==> src/rtl/mul_div_unit_if.sv <==
// rtl/mul_div_unit_if.sv - request/result bundle between the execute stage and mul_div_unit
interface mul_div_unit_if #(
  parameter int WIDTH = 32
);
  logic             start;
  logic [2:0]       op;
  logic [WIDTH-1:0] a;
  logic [WIDTH-1:0] b;
  logic             flush;
  logic             busy;
  logic             done;
  logic [WIDTH-1:0] hi;
  logic [WIDTH-1:0] lo;

  modport master (
    output start, op, a, b, flush,
    input  busy, done, hi, lo
  );

  modport slave (
    input  start, op, a, b, flush,
    output busy, done, hi, lo
  );
endinterface

==> src/rtl/mul_div_unit.sv <==
// rtl/mul_div_unit.sv - iterative multiply/divide unit with hi/lo registers; MDU_MADD_EN enables MADD/MADDU
module mul_div_unit #(
  parameter int WIDTH = 32
) (
  input logic            clk,
  input logic            rst_n,
  mul_div_unit_if.slave  bus
);
  localparam int CW = (WIDTH > 1) ? $clog2(WIDTH) : 1;
  localparam logic [CW-1:0] LAST = CW'(WIDTH - 1);

  typedef enum logic [1:0] {IDLE, RUN, FIX} state_t;

  state_t             state, state_nxt;
  logic [CW-1:0]      cnt;
  logic               is_div, is_madd, neg_hi, neg_lo;
  logic [WIDTH-1:0]   mag_a, mag_b;
  logic [2*WIDTH-1:0] acc;
  logic [WIDTH-1:0]   hi_q, lo_q;
  logic               done_q;

  logic               accept, op_madd, accept_arith, accept_mthi, accept_mtlo;
  logic               op_signed, a_neg, b_neg;
  logic [WIDTH-1:0]   a_mag, b_mag;

  logic [WIDTH:0]     mul_sum, div_shift, div_diff;
  logic [2*WIDTH-1:0] acc_step, prod, mul_res;
  logic [WIDTH-1:0]   res_hi, res_lo;

  // Decode a request; only an idle unit listens, and flush drops a simultaneous start
  always_comb begin
    accept = (state == IDLE) && bus.start && !bus.flush;
`ifdef MDU_MADD_EN
    op_madd = bus.op[2] & bus.op[1];
`else
    op_madd = 1'b0;
`endif
    accept_arith = accept && (!bus.op[2] || op_madd);
    accept_mthi  = accept && (bus.op == 3'b100);
    accept_mtlo  = accept && (bus.op == 3'b101);
    op_signed    = !bus.op[0];
    a_neg        = op_signed && bus.a[WIDTH-1];
    b_neg        = op_signed && bus.b[WIDTH-1];
    a_mag        = a_neg ? (~bus.a + 1'b1) : bus.a;
    b_mag        = b_neg ? (~bus.b + 1'b1) : bus.b;
  end

  // State register
  always_ff @(posedge clk or negedge rst_n) begin
    if (!rst_n) state <= IDLE;
    else        state <= state_nxt;
  end

  // Next-state: WIDTH iteration cycles, one fix-up cycle, flush aborts from either
  always_comb begin
    state_nxt = state;
    case (state)
      IDLE:    if (accept_arith) state_nxt = RUN;
      RUN:     if (bus.flush) state_nxt = IDLE;
               else if (cnt == LAST) state_nxt = FIX;
      FIX:     state_nxt = IDLE;
      default: state_nxt = IDLE;
    endcase
  end

  // One iteration step and the sign-corrected final result
  always_comb begin
    // Multiply: acc = {partial product, remaining multiplier bits}, shift right each step
    mul_sum   = {1'b0, acc[2*WIDTH-1:WIDTH]} + (acc[0] ? {1'b0, mag_a} : {(WIDTH+1){1'b0}});
    // Divide: acc = {remainder, remaining dividend bits / quotient bits}, shift left each step
    div_shift = acc[2*WIDTH-1:WIDTH-1];
    div_diff  = div_shift - {1'b0, mag_b};
    if (is_div) begin
      if (div_diff[WIDTH]) acc_step = {acc[2*WIDTH-2:0], 1'b0};
      else                 acc_step = {div_diff[WIDTH-1:0], acc[WIDTH-2:0], 1'b1};
    end else begin
      acc_step = {mul_sum, acc[WIDTH-1:1]};
    end
    prod    = neg_lo ? (~acc + 1'b1) : acc;
    mul_res = prod + (is_madd ? {hi_q, lo_q} : {(2*WIDTH){1'b0}});
    if (is_div) begin
      res_lo = neg_lo ? (~acc[WIDTH-1:0] + 1'b1) : acc[WIDTH-1:0];
      res_hi = neg_hi ? (~acc[2*WIDTH-1:WIDTH] + 1'b1) : acc[2*WIDTH-1:WIDTH];
    end else begin
      res_hi = mul_res[2*WIDTH-1:WIDTH];
      res_lo = mul_res[WIDTH-1:0];
    end
  end

  // Operand capture, iteration, hi/lo writes and the done pulse
  always_ff @(posedge clk or negedge rst_n) begin
    if (!rst_n) begin
      cnt     <= '0;
      is_div  <= 1'b0;
      is_madd <= 1'b0;
      neg_hi  <= 1'b0;
      neg_lo  <= 1'b0;
      mag_a   <= '0;
      mag_b   <= '0;
      acc     <= '0;
      hi_q    <= '0;
      lo_q    <= '0;
      done_q  <= 1'b0;
    end else begin
      done_q <= 1'b0;
      if (accept_mthi) hi_q <= bus.a;
      if (accept_mtlo) lo_q <= bus.a;
      if (accept_arith) begin
        cnt     <= '0;
        is_div  <= !bus.op[2] && bus.op[1];
        is_madd <= op_madd;
        mag_a   <= a_mag;
        mag_b   <= b_mag;
        // Remainder follows the dividend; a zero divisor keeps the quotient all ones
        neg_hi  <= a_neg;
        neg_lo  <= (a_neg ^ b_neg) && (bus.b != '0 || !bus.op[1] || bus.op[2]);
        acc     <= {{WIDTH{1'b0}}, (!bus.op[2] && bus.op[1]) ? a_mag : b_mag};
      end
      if (state == RUN && !bus.flush) begin
        cnt <= (cnt == LAST) ? '0 : cnt + 1'b1;
        acc <= acc_step;
      end
      if (state == FIX && !bus.flush) begin
        hi_q   <= res_hi;
        lo_q   <= res_lo;
        done_q <= 1'b1;
      end
    end
  end

  assign bus.busy = (state != IDLE);
  assign bus.done = done_q;
  assign bus.hi   = hi_q;
  assign bus.lo   = lo_q;
endmodule
==> src/flat_wrapper.sv <==
// flat-port wrapper written by rule: the top's interface ports become plain ports
module mul_div_unit_flat 
#(
  parameter int WIDTH = 32
)
  (clk, rst_n, bus_start, bus_op, bus_a, bus_b, bus_flush, bus_busy, bus_done, bus_hi, bus_lo);
  mul_div_unit_if #(.WIDTH(WIDTH)) bus_i ();
  input logic clk;
  input logic rst_n;
  input wire logic [$bits(bus_i.start)-1:0] bus_start;
  input wire logic [$bits(bus_i.op)-1:0] bus_op;
  input wire logic [$bits(bus_i.a)-1:0] bus_a;
  input wire logic [$bits(bus_i.b)-1:0] bus_b;
  input wire logic [$bits(bus_i.flush)-1:0] bus_flush;
  output wire logic [$bits(bus_i.busy)-1:0] bus_busy;
  output wire logic [$bits(bus_i.done)-1:0] bus_done;
  output wire logic [$bits(bus_i.hi)-1:0] bus_hi;
  output wire logic [$bits(bus_i.lo)-1:0] bus_lo;
  assign bus_i.start = bus_start;
  assign bus_i.op = bus_op;
  assign bus_i.a = bus_a;
  assign bus_i.b = bus_b;
  assign bus_i.flush = bus_flush;
  assign bus_busy = bus_i.busy;
  assign bus_done = bus_i.done;
  assign bus_hi = bus_i.hi;
  assign bus_lo = bus_i.lo;
  mul_div_unit #(.WIDTH(WIDTH)) u_core (.clk(clk), .rst_n(rst_n), .bus(bus_i));
endmodule
==> config.mk <==
export PLATFORM = sky130hd
export DESIGN_NAME = mul_div_unit_flat
export DESIGN_NICKNAME = d
export VERILOG_FILES = /design/src/rtl/mul_div_unit_if.sv /design/src/rtl/mul_div_unit.sv /design/src/flat_wrapper.sv
export SDC_FILE = /design/constraint.sdc
export NUM_CORES = 1
export LEC_CHECK = 0
export BUFFER_PORTS_ARGS = -buffer_cell sky130_fd_sc_hd__buf_4
export CAP_MARGIN = 40
export CORE_ASPECT_RATIO = 0.75
export CORE_MARGIN = 1
export CORE_UTILIZATION = 53
export CTS_CLUSTER_DIAMETER = 120
export DETAILED_ROUTE_END_ITERATION = 10
export GPL_TIMING_DRIVEN = 0
export PLACE_DENSITY = 0.84
export SLEW_MARGIN = 5
export SYNTH_ARGS = -nofsm -noshare
export SYNTH_HDL_FRONTEND = slang
export SYNTH_SLANG_ARGS = --single-unit
==> constraint.sdc <==
create_clock -name clk -period 6.2 [get_ports clk]
set_input_delay 0.31 -clock clk [delete_from_list [all_inputs] [get_ports clk]]
set_output_delay 0.31 -clock clk [all_outputs]
set_load 0.02 [all_outputs]
## After elaboration in Yosys (flattened, before gate mapping)

Cells that the tools add are included.

| operators by class | value |
|---|---|
| add/sub/neg operators | 8 |
| muxes and demuxes | 25 |
| reductions and logical operators | 24 |
| bitwise gates (word level) | 6 |
| equal/unequal tests | 7 |

Operators by type and width:

| operator | count |
|---|---|
| two-way mux 32 bit | 12 |
| two-way mux 64 bit | 5 |
| adder 32 x 1 -> 32 bit (second input constant) | 4 |
| NOT 32 bit | 4 |
| adder 64 x 1 -> 64 bit (second input constant) | 1 |
| NOT 64 bit | 1 |
| adder 32 x 33 -> 33 bit | 1 |
| subtractor 33 x 32 -> 33 bit | 1 |
| nonzero test 32 bit | 1 |
| two-way mux 5 bit | 3 |
| logical AND 1 bit | 11 |
| nonzero test 2 bit | 4 |
| == test 3 bit (second input constant) | 2 |
| two-way mux 2 bit | 3 |
| adder 5 x 1 -> 5 bit (second input constant) | 1 |
| == test 5 bit (second input constant) | 1 |
| zero test 1 bit | 4 |
| case mux 2 bit (2 select lines) | 1 |
| inequality test 3 x 2 -> 1 bit (second input constant) | 1 |
| == test 2 x 1 -> 1 bit (second input constant) | 1 |
| == test 2 bit (second input constant) | 1 |
| zero test 2 bit | 1 |
| logical OR 1 bit | 2 |
| inequality test 2 x 1 -> 1 bit (second input constant) | 1 |
| other kinds (3) | 3 |

| word-level totals | value |
|---|---|
| register bits | 203 |
| input bits | 71 |
| word-level logic and storage cells | 81 |
| output and inout port bits | 66 |

## Depth between registers and ports, before layout

| depth | value |
|---|---|
| depth in word-level cells | 6 |
| gate-level depth with buffers | 16 |
| mapped depth without buffers | 14 |

## Worst setup path before layout

OpenSTA, ideal clock, no wires.

| path | value |
|---|---|
| kind | register to register |
| from | register u_core.acc[0] |
| to | register u_core.acc[59] |
| clock period less this slack | 3.518 ns |
| cell stages (with the launch flop) | 17 |
| path slack | 2.682 ns |
| arrival | 3.380 ns |
| library setup time | 0.137 ns |
| path buffers | 2 |
| data required time | 6.063 ns |
| cells stage by stage | dfrtp_1 -> clkbuf_1 -> clkbuf_1 -> and2_1 -> ha_1 -> inv_1 -> fa_1 -> nand2b_1 -> a21oi_1 -> o2111ai_1 -> a2111o_1 -> a21oi_1 -> o21ai_0 -> o21ai_0 -> a2111o_1 -> o211a_1 -> o221ai_1 |

| between the ends | value |
|---|---|
| cells in the longest elaborated chain, start to end | 4 |

RTL lines:

| item | line | source |
|---|---|---|
| start: declaration | mul_div_unit.sv:18 | `logic [2*WIDTH-1:0] acc;` |
| start signal: assignment | mul_div_unit.sv:117 | `acc <= {{WIDTH{1'b0}}, (!bus.op[2] && bus.op[1]) ? a_mag : b_mag};` |
| start signal: assignment | mul_div_unit.sv:121 | `acc <= acc_step;` |
| two-way mux 32 bit | mul_div_unit.sv:69 | `mul_sum = {1'b0, acc[2*WIDTH-1:WIDTH]} + (acc[0] ? {1'b0, mag_a} : {(WIDTH+1){1'b0}});` |
| adder 32 x 33 -> 33 bit | mul_div_unit.sv:69 |  |
| two-way mux 64 bit | mul_div_unit.sv:73 | `if (is_div) begin` |
| two-way mux 64 bit | mul_div_unit.sv:119 | `if (state == RUN && !bus.flush) begin` |

No other way between the ends.
A chain may end at the register's enable or synchronous reset.

## Worst setup path in the final report

| path | value |
|---|---|
| from | register u_core.acc[0] |
| to | register u_core.acc[63] |

The elaborated chain is that of the path after synthesis.

==> flow_summary.ini <==
[status]
status = finished clean

[placed_design]
dp_worst_setup_slack_ns = 0.984
gp_congestion = 1.08
dp_hpwl_um = 51600
place_inst = 2511
io_buffers = 134

[synth]
yosysSeqAreaShare_pct = 31.6
avgSynthCellArea_sq_um = 8.12
synth_edf_count = 0
synth-warning-count = 0
synth_top_cell_by_area = dfrtp_1
syn-num-nets = 2121
netlist-cell-type-count = 71
synth.area.top_cells = dfrtp_1 (32%), o21ai_0 (6.9%), mux2i_1 (6.9%), nand2_1 (6.8%), ha_1 (5.5%)
synth_seq_cells = 203
synth_top_area_share_pct = 31.6
async_flop_share_pct = 100
synth.most_common_cell = nand2_1
synth_top_flop_cell = dfrtp_1
syn_area_sq_um = 16100
synthTopCellsByCount = nand2_1 (292), o21ai_0 (223), dfrtp_1 (203)
synthCells = 1978

[timing]
hold_viol = 0
grt_setup_unrepaired = no
hold_slack_ns = 0.0966
drv_slew = 0
setup_viol = 0
relSlewSlack_pct = 27.8
fin_setup_tns_ns = 0
finalClockSkew_ns = 0.0240
fin_ws_ns = 0.703
finalCritPeriodShare_pct = 88.7
min_period_ns = 5.50
max_freq_ghz = 0.182
worst_pin_slew_ns = 1.07

[global_route]
antenna_found_initial = 0
grt_remaining_overflow = 0
grt_max_degree = 103
grt_pass1_wl_um = 96900
grt_pass1_vias = 15800
grt_use_total_pct = 41.6

[drt]
ant_nets = 0
vias = 16800
first_pass_iters = 6
wl_per_cell_um = 25.5
drc = 0
drt_iter0_markers = 2253
routed_wl_um = 65000
vias_per_cell = 6.60

[clock_tree]
cts_buffers = 23
cts.clk_slew.worst_paths_ns = 0.07
cts_post_setup_buffers_inserted = 0
clk_latency_ns = 0.56
cts_tree = done
htreeDepth = 1
clock-root-buffer = clkbuf_16
cts_buffer_depth = 3
cts.sinks = 203

[worst_setup_path]
start_kind = register
crit_type = reg2reg
path_max_fanout = 10
crit_arrival_ns = 5.98
critPathTopFamily = compound AO/OA/AOI/OAI gates
slowest_delay_ns = 0.67
cp-startpoint = u_core.acc[0]$_DFFE_PN0P_
reg2reg_slack_ns = 0.70
crit_slowest_cell = clkbuf_1
critPathMostFrequentCell = a21oi_1
cp_data_required_time_ns = 6.68
cp-end-kind = register
path_cells = clkbuf_1, clkbuf_1, and2_1, ha_1, inv_1, fa_1, nand2b_1, a21oi_1, o2111ai_1, a2111o_1, a21oi_1, o21ai_0, o21ai_0, a21oi_1, o211ai_1, a32o_1
worst-path-buf-inv = 3
r2r_start = u_core.acc[0]$_DFFE_PN0P_
worstReg2RegEnd = u_core.acc[63]$_DFFE_PN0P_
reg2reg_depth = 16

[floorplan]
die_area_sq_um = 31000
die_h_um = 153
io_pins = 137
rows = 54
start_util_pct = 54.6
core_area_sq_um = 29500
die_w_um = 203

[finish]
n_fill_cell = 2667
area_delta_synth_final_pct = 14.8
multiInputGateArea_sq_um = 10300
antenna_cells = 0
layout.nets = 2289
drive_gt1_share_pct = 9.95
regArea_sq_um = 5080
final_util_pct = 62.6
fin_cells = 2552

[power]
ir_drop_mv = 0.305
leakage_nw = 8.29
power.density_nw_per_um2 = 548

[min_path]
min_from = bus_a[0]
worstHoldPathCells = 3
hold_path.class = in2reg
timing.hold.worst_endpoint = u_core.bus.hi[0]$_DFFE_PN0P_

[flow_run]
drv_cap = 0
-- cell usage in the layout, fill, tap and decap left out, drive strengths merged, types with 4 or more instances in the layout --
cell type    n
dfrtp      203
o21a         5
xor2        90
o221ai      25
a21boi       5
nor2b       21
a211oi      16
ha          70
o2111ai      5
a221o       10
or3         18
nand2b      30
buf        161
inv         60
a31o         4
clkbuf     130
nor3        36
and2        42
nand2      292
mux2        11
clkinvlp     4
or2          6
o21bai       4
or4         15
o41ai        8
nand4       11
nor2       104
xnor2       85
o31ai       25
a31oi       16
a21o        29
nand3       46
a22oi       32
a21oi      110
o211ai      14
nor4        19
o21ai      229
and3        16
mux2i      110
-- flip-flops by register name, indices dropped and copies added, names as in the netlist, 2 cells and up --
register,flops
u_core.bus.lo,32
u_core.acc,64
u_core.bus.hi,32
u_core.state,2
u_core.cnt,5
u_core.mag_a,32
u_core.mag_b,32
-- kinds of logic (layout without fill, tap and decap cells) --
logic type / Yosys count / in the layout / share of synthesized area (%)
multiplexers: 121 / 121 / 7.62
adder cells (fa/ha/maj): 72 / 72 / 5.70
buffers and inverters: 180 / 362 / 4.33
AO/OA/AOI/OAI: 559 / 559 / 21.5
AND/OR/NAND/NOR: 668 / 668 / 19.7
XOR/XNOR: 175 / 175 / 9.54
flip-flops: 203 / 203 / 31.6
-- worst min-delay path, stage by stage --
cell	delay, ns
buf_4	0.10
mux2i_1	0.06
o21ai_0	0.14
-- per-layer routing --
metal	GRT usage (%)	part of all wire, %
met3	14.1	14
met5	1.71	0.16
met4	11.9	3.4
met2	58.2	40
met1	60.0	43
-- final cells by class --
cell class / count / area share, %
multi-input combinational: 1595 / 55.8
clock buffer: 29 / 3.46
tap: 392 / 2.66
clock inverter: 10 / 0.753
sequential: 203 / 27.5
buffer: 121 / 2.57
timing repair buffer: 143 / 6.00
inverter: 59 / 1.20
-- what timing repair did --
item / CTS / global route
endpoints found under the hold margin: 101 / 0
gates resized for setup: 0 / 0
hold buffers: 1 / 0
-- power by group --
| group | internal (mW) | switching (mW) | leakage (nW) | total, mW |
|---|---|---|---|---|
| Clock | 0.852 | 0.633 | 0.370 | 1.49 |
| Sequential | 1.85 | 0.618 | 2.58 | 2.47 |
| Combinational | 2.31 | 3.84 | 5.35 | 6.15 |
| Total | 5.02 | 5.09 | 8.29 | 10.1 |
-- how the worst max path moves through the flow --
| stage | to | slack [ns] | cells after the start |
|---|---|---|---|
| final | u_core.acc[63]$_DFFE_PN0P_ | 0.70 | 16 |
| after global routing | u_core.acc[63]$_DFFE_PN0P_ | 0.56 | 16 |
| after CTS | u_core.acc[63]$_DFFE_PN0P_ | 0.91 | 16 |
| after detailed placement | u_core.acc[63]$_DFFE_PN0P_ | 0.98 | 16 |
| after global placement | u_core.acc[63]$_DFFE_PN0P_ | 0.95 | 16 |
| after floorplan | u_core.acc[59]$_DFFE_PN0P_ | 2.68 | 16 |
-- metrics by stage --
step	instance area (sq um)	power [mW]
after floorplan	16100	6.33
final	18400	10.1
after CTS	18400	9.85
after global placement	17600	8.22
after detailed placement	17700	8.36
after global routing	18400	10.6
(Power assumes the default switching activity.)
